$ cat config.mk
export PLATFORM = sky130hd
export DESIGN_NAME = id_ex_stage24
export DESIGN_NICKNAME = d
export VERILOG_FILES = /design/src/rtl/core24_pkg.sv /design/src/rtl/id_ex_entry.sv /design/src/rtl/id_ex_stage24.sv
export SDC_FILE = /design/constraint.sdc
export NUM_CORES = 1
export LEC_CHECK = 0
export CAP_MARGIN = 20
export CORE_AREA = 4 4 138 153
export CTS_BUF_LIST = sky130_fd_sc_hd__clkbuf_4 sky130_fd_sc_hd__clkbuf_8
export DETAILED_ROUTE_END_ITERATION = 6
export DIE_AREA = 0 0 142 157
export PLACE_DENSITY = 0.65
export SLEW_MARGIN = 10
export SYNTH_ARGS = -nofsm -noshare
export SYNTH_HDL_FRONTEND = slang
export SYNTH_SLANG_ARGS = --single-unit
$ cat constraint.sdc
create_clock -name clk -period 3.9 [get_ports clk]
set_clock_uncertainty 0.05 [all_clocks]
set_input_delay 1.17 -clock clk [delete_from_list [all_inputs] [get_ports clk]]
set_output_delay 1.17 -clock clk [all_outputs]
set_load 0.02 [all_outputs]
$ cat src/rtl/core24_pkg.sv
// Shared definitions for the 24-bit core: datapath width, ALU opcodes and
// the control bundle that travels with an instruction into execute.
package core24_pkg;

  localparam int DATA_W      = 24;
  localparam int CORE_REG_AW = 4;

  localparam logic [2:0] ALU_ADD  = 3'd0;
  localparam logic [2:0] ALU_MUL  = 3'd1;
  localparam logic [2:0] ALU_PASS = 3'd2;
  localparam logic [2:0] ALU_ADDR = 3'd3;
  localparam logic [2:0] ALU_OR   = 3'd4;
  localparam logic [2:0] ALU_LUI  = 3'd5;
  localparam logic [2:0] ALU_SHR  = 3'd6;

  typedef struct packed {
    logic [2:0]             aluop;
    logic [CORE_REG_AW-1:0] rd;
    logic                   we;
    logic                   mem_rd;
    logic                   mem_wr;
    logic                   beq;
  } ex_ctrl_t;

endpackage

$ cat src/rtl/id_ex_entry.sv
// One decode/execute pipeline entry: operands, store data and control.
// Load captures new contents, clear zeroes the entry (clear wins).
// Build option ID_EX_FWD_EN: entry also keeps rs1/rs2/use_imm and snoops the
// writeback port, both on the load path and while holding.
module id_ex_entry
  import core24_pkg::*;
#(
  parameter int REG_AW = CORE_REG_AW
) (
  input  logic              clk,
  input  logic              rst_n,
  input  logic              clr,
  input  logic              load,
  input  logic [DATA_W-1:0] d_a,
  input  logic [DATA_W-1:0] d_b,
  input  logic [DATA_W-1:0] d_sd,
  input  ex_ctrl_t          d_ctrl,
`ifdef ID_EX_FWD_EN
  input  logic [REG_AW-1:0] d_rs1,
  input  logic [REG_AW-1:0] d_rs2,
  input  logic              d_use_imm,
  input  logic              wb_we,
  input  logic [REG_AW-1:0] wb_rd,
  input  logic [DATA_W-1:0] wb_data,
  output logic [REG_AW-1:0] q_rs1,
  output logic [REG_AW-1:0] q_rs2,
  output logic              q_use_imm,
`endif
  output logic [DATA_W-1:0] q_a,
  output logic [DATA_W-1:0] q_b,
  output logic [DATA_W-1:0] q_sd,
  output ex_ctrl_t          q_ctrl
);

`ifdef ID_EX_FWD_EN
  logic [DATA_W-1:0] nxt_a, nxt_b, nxt_sd;
  logic [REG_AW-1:0] nxt_rs1, nxt_rs2;
  logic              nxt_use_imm;
  ex_ctrl_t          nxt_ctrl;

  // Pick incoming or held contents, then let a matching writeback override them.
  always_comb begin
    nxt_a       = load ? d_a       : q_a;
    nxt_b       = load ? d_b       : q_b;
    nxt_sd      = load ? d_sd      : q_sd;
    nxt_rs1     = load ? d_rs1     : q_rs1;
    nxt_rs2     = load ? d_rs2     : q_rs2;
    nxt_use_imm = load ? d_use_imm : q_use_imm;
    nxt_ctrl    = load ? d_ctrl    : q_ctrl;
    if (wb_we && (wb_rd == nxt_rs1)) begin
      nxt_a = wb_data;
    end
    if (wb_we && (wb_rd == nxt_rs2)) begin
      nxt_sd = wb_data;
      if (!nxt_use_imm) begin
        nxt_b = wb_data;
      end
    end
  end

  // Entry register; updates every cycle so held operands track writebacks.
  always_ff @(posedge clk or negedge rst_n) begin
    if (!rst_n) begin
      q_a       <= '0;
      q_b       <= '0;
      q_sd      <= '0;
      q_rs1     <= '0;
      q_rs2     <= '0;
      q_use_imm <= 1'b0;
      q_ctrl    <= '0;
    end else if (clr) begin
      q_a       <= '0;
      q_b       <= '0;
      q_sd      <= '0;
      q_rs1     <= '0;
      q_rs2     <= '0;
      q_use_imm <= 1'b0;
      q_ctrl    <= '0;
    end else begin
      q_a       <= nxt_a;
      q_b       <= nxt_b;
      q_sd      <= nxt_sd;
      q_rs1     <= nxt_rs1;
      q_rs2     <= nxt_rs2;
      q_use_imm <= nxt_use_imm;
      q_ctrl    <= nxt_ctrl;
    end
  end
`else
  // Entry register; contents captured as presented and held until replaced.
  always_ff @(posedge clk or negedge rst_n) begin
    if (!rst_n) begin
      q_a    <= '0;
      q_b    <= '0;
      q_sd   <= '0;
      q_ctrl <= '0;
    end else if (clr) begin
      q_a    <= '0;
      q_b    <= '0;
      q_sd   <= '0;
      q_ctrl <= '0;
    end else if (load) begin
      q_a    <= d_a;
      q_b    <= d_b;
      q_sd   <= d_sd;
      q_ctrl <= d_ctrl;
    end
  end
`endif

endmodule

$ cat src/rtl/id_ex_stage24.sv
// Decode-to-execute stage: MAIN entry drives execute, SKID absorbs one
// instruction of back-pressure so in_ready never depends on ex_ready.
// Build option ID_EX_FWD_EN enables writeback-to-operand forwarding.
//
// state | meaning
// EMPTY | no valid entries
// ONE   | MAIN valid, SKID empty
// TWO   | MAIN and SKID valid, not accepting
module id_ex_stage24
  import core24_pkg::*;
#(
  parameter int REG_AW = 4,
  parameter int DATA_W = 24
) (
  input  logic              clk,
  input  logic              rst_n,
  input  logic              in_valid,
  output logic              in_ready,
  input  logic [2:0]        in_aluop,
  input  logic [REG_AW-1:0] in_rs1,
  input  logic [REG_AW-1:0] in_rs2,
  input  logic [DATA_W-1:0] in_rs1_val,
  input  logic [DATA_W-1:0] in_rs2_val,
  input  logic [DATA_W-1:0] in_imm,
  input  logic              in_use_imm,
  input  logic [REG_AW-1:0] in_rd,
  input  logic              in_we,
  input  logic              in_mem_rd,
  input  logic              in_mem_wr,
  input  logic              in_beq,
  input  logic              flush,
  input  logic              wb_we,
  input  logic [REG_AW-1:0] wb_rd,
  input  logic [DATA_W-1:0] wb_data,
  output logic              ex_valid,
  input  logic              ex_ready,
  output logic [DATA_W-1:0] ex_A,
  output logic [DATA_W-1:0] ex_B,
  output logic [DATA_W-1:0] ex_store_data,
  output logic [2:0]        ex_aluop,
  output logic [REG_AW-1:0] ex_rd,
  output logic              ex_we,
  output logic              ex_mem_rd,
  output logic              ex_mem_wr,
  output logic              ex_beq
);

  typedef enum logic [1:0] {EMPTY, ONE, TWO} state_t;

  state_t state, state_nxt;
  logic accept, consume;
  logic main_load_in, main_load_skid, skid_load, skid_drain;

  ex_ctrl_t          in_ctrl, main_ctrl, skid_ctrl, main_d_ctrl;
  logic [DATA_W-1:0] in_b;
  logic [DATA_W-1:0] main_d_a, main_d_b, main_d_sd;
  logic [DATA_W-1:0] skid_a, skid_b, skid_sd;

  assign accept  = in_valid && in_ready;
  assign consume = ex_valid && ex_ready;

  assign in_b = in_use_imm ? in_imm : in_rs2_val;

  // Pack incoming control bits into the shared bundle.
  always_comb begin
    in_ctrl        = '0;
    in_ctrl.aluop  = in_aluop;
    in_ctrl.rd     = in_rd;
    in_ctrl.we     = in_we;
    in_ctrl.mem_rd = in_mem_rd;
    in_ctrl.mem_wr = in_mem_wr;
    in_ctrl.beq    = in_beq;
  end

  // Steering of accepts/consumes into MAIN and SKID; flush overrides all of it.
  always_comb begin
    state_nxt      = state;
    main_load_in   = 1'b0;
    main_load_skid = 1'b0;
    skid_load      = 1'b0;
    skid_drain     = 1'b0;
    if (flush) begin
      state_nxt = EMPTY;
    end else begin
      case (state)
        EMPTY: begin
          if (accept) begin
            main_load_in = 1'b1;
            state_nxt    = ONE;
          end
        end
        ONE: begin
          if (accept && consume) begin
            main_load_in = 1'b1;
          end else if (accept) begin
            skid_load = 1'b1;
            state_nxt = TWO;
          end else if (consume) begin
            state_nxt = EMPTY;
          end
        end
        TWO: begin
          if (consume) begin
            main_load_skid = 1'b1;
            skid_drain     = 1'b1;
            state_nxt      = ONE;
          end
        end
        default: state_nxt = EMPTY;
      endcase
    end
  end

  // State register with registered handshake outputs.
  always_ff @(posedge clk or negedge rst_n) begin
    if (!rst_n) begin
      state    <= EMPTY;
      ex_valid <= 1'b0;
      in_ready <= 1'b1;
    end else begin
      state    <= state_nxt;
      ex_valid <= (state_nxt != EMPTY);
      in_ready <= (state_nxt != TWO);
    end
  end

  assign main_d_a    = main_load_skid ? skid_a    : in_rs1_val;
  assign main_d_b    = main_load_skid ? skid_b    : in_b;
  assign main_d_sd   = main_load_skid ? skid_sd   : in_rs2_val;
  assign main_d_ctrl = main_load_skid ? skid_ctrl : in_ctrl;

`ifdef ID_EX_FWD_EN
  logic [REG_AW-1:0] skid_rs1, skid_rs2, main_rs1, main_rs2;
  logic              skid_use_imm, main_use_imm;
  logic              unused_main_rs;
  assign unused_main_rs = ^{main_rs1, main_rs2, main_use_imm};
`else
  logic unused_fwd_inputs;
  assign unused_fwd_inputs = ^{in_rs1, in_rs2, wb_we, wb_rd, wb_data};
`endif

  id_ex_entry #(.REG_AW(REG_AW)) u_main (
    .clk       (clk),
    .rst_n     (rst_n),
    .clr       (flush),
    .load      (main_load_in || main_load_skid),
    .d_a       (main_d_a),
    .d_b       (main_d_b),
    .d_sd      (main_d_sd),
    .d_ctrl    (main_d_ctrl),
`ifdef ID_EX_FWD_EN
    .d_rs1     (main_load_skid ? skid_rs1 : in_rs1),
    .d_rs2     (main_load_skid ? skid_rs2 : in_rs2),
    .d_use_imm (main_load_skid ? skid_use_imm : in_use_imm),
    .wb_we     (wb_we),
    .wb_rd     (wb_rd),
    .wb_data   (wb_data),
    .q_rs1     (main_rs1),
    .q_rs2     (main_rs2),
    .q_use_imm (main_use_imm),
`endif
    .q_a       (ex_A),
    .q_b       (ex_B),
    .q_sd      (ex_store_data),
    .q_ctrl    (main_ctrl)
  );

  id_ex_entry #(.REG_AW(REG_AW)) u_skid (
    .clk       (clk),
    .rst_n     (rst_n),
    .clr       (flush || skid_drain),
    .load      (skid_load),
    .d_a       (in_rs1_val),
    .d_b       (in_b),
    .d_sd      (in_rs2_val),
    .d_ctrl    (in_ctrl),
`ifdef ID_EX_FWD_EN
    .d_rs1     (in_rs1),
    .d_rs2     (in_rs2),
    .d_use_imm (in_use_imm),
    .wb_we     (wb_we),
    .wb_rd     (wb_rd),
    .wb_data   (wb_data),
    .q_rs1     (skid_rs1),
    .q_rs2     (skid_rs2),
    .q_use_imm (skid_use_imm),
`endif
    .q_a       (skid_a),
    .q_b       (skid_b),
    .q_sd      (skid_sd),
    .q_ctrl    (skid_ctrl)
  );

  assign ex_aluop  = main_ctrl.aluop;
  assign ex_rd     = main_ctrl.rd;
  assign ex_we     = main_ctrl.we;
  assign ex_mem_rd = main_ctrl.mem_rd;
  assign ex_mem_wr = main_ctrl.mem_wr;
  assign ex_beq    = main_ctrl.beq;

endmodule

==> insert_results.sql <==
INSERT INTO impl_metrics (metric_group, metric, value, unit) VALUES
('synth', 'synthArstFlopShare', '100.0', '%'),
('routing', 'drt_drc_violations_left', '0', ''),
('cells_and_area', 'utilization', '51.04', '%'),
('critical_path', 'critPathSlowestCell', 'clkdlybuf4s50_1', ''),
('synth', 'synth_seq_area_share', '54.96', '%'),
('critical_path', 'cp.depth', '1', ''),
('global_routing', 'grt.busiest_layer', 'met2', ''),
('global_routing', 'globalRouteTotalUtil', '18.61', '%'),
('global_routing', 'grt_util_met2', '30.18', '%'),
('routing', 'route.final.wire_length', '20470', 'um'),
('critical_path', 'reg2reg_setup_slack', '1920', 'ps'),
('synth', 'synth_flop_cell', 'dfrtp_1', ''),
('clocking', 'number_of_gates_resized_after_cts', '0', ''),
('synth', 'synth_enable_flop_cells', '0', ''),
('pwr', 'p_leak', '0.004163', 'uW'),
('routing', 'drt_first_pass_iters', '4', ''),
('routing', 'vias_per_cell', '5.220', ''),
('routing', 'antenna_left', '0', ''),
('clocking', 'cts_sinks', '170', ''),
('pwr', 'p_switching', '1340', 'uW'),
('clocking', 'clock_insertion_delay_worst_skew', '450', 'ps'),
('placement', 'place_hpwl', '12420', 'um'),
('sta', 'finalMaxSlewViolations', '0', ''),
('sta', 'maxClockFrequency', '349.2', 'MHz'),
('cells_and_area', 'area_growth', '29.61', '%'),
('synth', 'ys_seq_elements', '170', ''),
('sta', 'worst_slew_pin_slew', '815.9', 'ps'),
('critical_path', 'timing.critical_path.from_type', 'flop', ''),
('sta', 'postLayoutSetupSlackWorst', '1036', 'ps'),
('critical_path', 'cpLargestDelayFamily', 'buffers and inverters', ''),
('clocking', 'post_cts_buffers', '0', ''),
('floorplan', 'fp.dieW', '142', 'um'),
('sta', 'holdWs', '445.6', 'ps'),
('placement', 'gpl.final_weighted_congestion', '0.7608', ''),
('critical_path', 'critical_path_class', 'flop to output port', ''),
('cells_and_area', 'commonest_cells_after_routing_fill_and_taps_aside', 'nand2_1 (228), clkdlybuf4s50_1 (171), dfrtp_1 (169)', ''),
('pwr', 'power_per_cell_area', '418.6', 'nW/um2'),
('floorplan', 'fp.dieArea', '22290', 'um2'),
('synth', 'synth_fp_nets', '903', ''),
('critical_path', 'r2r.worst_path.cells', '5', ''),
('cells_and_area', 'mostFrequentLayoutCell', 'nand2_1', ''),
('floorplan', 'floorplan.die.height', '157', 'um'),
('pwr', 'pwr-share-comb', '23.5', '%'),
('outcome', 'status', 'finished clean', ''),
('placement', 'io_buffer_count', '173', ''),
('pwr', 'power_frac_clock', '29.0', '%'),
('global_routing', 'grt_start_max_net_pins', '83', ''),
('clocking', 'hold_buffers', '0', ''),
('sta', 'finalCriticalPeriod', '2864', 'ps'),
('min_path', 'kind_of_path_behind_the_tightest_hold_check', 'flop to flop', ''),
('routing', 'initialDrtViolationCount', '320', ''),
('pwr', 'worst_ir_drop_on_vdd', '0.1850', 'mV'),
('cells_and_area', 'final_nets', '1048', ''),
('job', 'drv.max_cap_violation_count', '0', ''),
('sta', 'final.period_utilization', '73.42', '%'),
('global_routing', 'first_pass_grt_wire_length', '33230', 'um'),
('synth', 'synthDistinctLibCells', '33', ''),
('cells_and_area', 'antenna_cells', '0', ''),
('synth', 'synth.cell_area', '7742', 'um2'),
('cells_and_area', 'layout.filler_cells', '1796', ''),
('synth', 'postSynthCellCount', '777', ''),
('sta', 'finalHoldViolCount', '0', ''),
('floorplan', 'top_level_ports', '211', ''),
('critical_path', 'critical_path_required', '2680', 'ps'),
('pwr', 'net_sw_share', '31.91', '%'),
('global_routing', 'grt_antenna_before_repair', '0', ''),
('clocking', 'tritoncts.num_buffers', '17', ''),
('sta', 'timing.setup.tns', '0', 'ps'),
('pwr', 'seq_power_share', '47.5', '%'),
('routing', 'wire_per_inst', '17.24', 'um'),
('clocking', 'cts_tree', 'done', '');
[path summary, 6_finish.rpt]
check,endpoint,start
min in group asynchronous,u_main.q_a[16],rst_n
min,u_main.q_b[11],u_skid.q_b[11]
max in group asynchronous,u_main.q_b[6],rst_n
max,in_ready,in_ready
max reg2reg,u_main.q_b[20],ex_valid
min reg2reg,u_main.q_b[11],u_skid.q_b[11]
[cell type report]
| class | instances | area (um2) | area share (%) |
|---|---|---|---|
| clock buffer | 17 | 234.0 | 2.332 |
| clock inverter | 15 | 148.9 | 1.484 |
| inverter | 14 | 52.55 | 0.5237 |
| multi-input combinational | 531 | 3075 | 30.65 |
| sequential | 170 | 4255 | 42.41 |
| tap | 252 | 315.3 | 3.142 |
| timing repair buffer | 188 | 1953 | 19.46 |
[worst register-to-register path, delay by kind of cell, from the launching register on]
| family | cells | cell delay [ps] |
|---|---|---|
| compound gates | 2 | 400 |
| flops | 1 | 460 |
| simple gates | 1 | 110 |
| mux | 1 | 380 |
| buf+inv | 1 | 510 |
[Yosys cell counts, types with 8 or more instances]
| master | number | share of area [%] |
|---|---|---|
| a211oi_1 | 12 | 1.2 |
| a21oi_1 | 72 | 4.7 |
| a2bb2oi_1 | 48 | 5.4 |
| a2bb2oi_2 | 11 | 2.1 |
| buf_2 | 28 | 1.8 |
| buf_6 | 12 | 1.7 |
| clkbuf_1 | 17 | 0.82 |
| dfrtp_1 | 169 | 55 |
| inv_1 | 12 | 0.58 |
| mux2_2 | 12 | 1.7 |
| mux2_4 | 8 | 1.6 |
| mux2i_1 | 25 | 3.2 |
| nand2_1 | 228 | 11 |
| nor2_1 | 15 | 0.73 |
| o21ai_0 | 41 | 2.7 |
| o21ai_1 | 43 | 2.8 |
[state kept, by name, indices dropped and copies added, names as in the netlist]
| register | flops |
|---|---|
| u_skid.q_sd | 24 |
| u_skid.q_a | 24 |
| u_main.q_sd | 24 |
| state | 2 |
| u_main.q_b | 24 |
| u_main.q_a | 24 |
| u_skid.q_b | 24 |
| u_main.q_ctrl | 11 |
| ex_valid | 1 |
| in_ready | 1 |
| u_skid.q_ctrl | 11 |
[through the flow]
step / cells / instance area [um2]
5_1_grt: 1187 / 10030
6_report: 1187 / 10030
3_5_place_dp: 1155 / 9652
4_1_cts: 1187 / 10030
2_1_floorplan: 777 / 7742
3_3_place_gp: 1155 / 9652
[power by group through the flow]
stage / Sequential, uW / Combinational [uW] / Clock, uW
finish: 1990 / 988 / 1220
global route: 2010 / 1070 / 1350
CTS: 1990 / 1000 / 1260
detailed placement: 2030 / 1000 / 0
global placement: 2030 / 989 / 0
floorplan: 2130 / 438 / 0
[cell families (layout without fill, tap and decap cells)]
logic type,after synthesis,in the layout,share of synthesized area (%)
simple gates,250,250,12.77
compound gates,232,232,19.65
flops,170,170,54.96
buf+inv,76,234,5.511
mux,49,49,7.111
[routing by layer]
| metal | wire length, um | part of all wire (%) | vias up |
|---|---|---|---|
| li1 | - | - | 2949 |
| met1 | 9074 | 44 | 3061 |
| met2 | 9737 | 48 | 173 |
| met3 | 1472 | 7.2 | 13 |
| met4 | 184 | 0.90 | 0 |
| met5 | 0 | 0 | - |
Power figures use the tool's default switching activity.
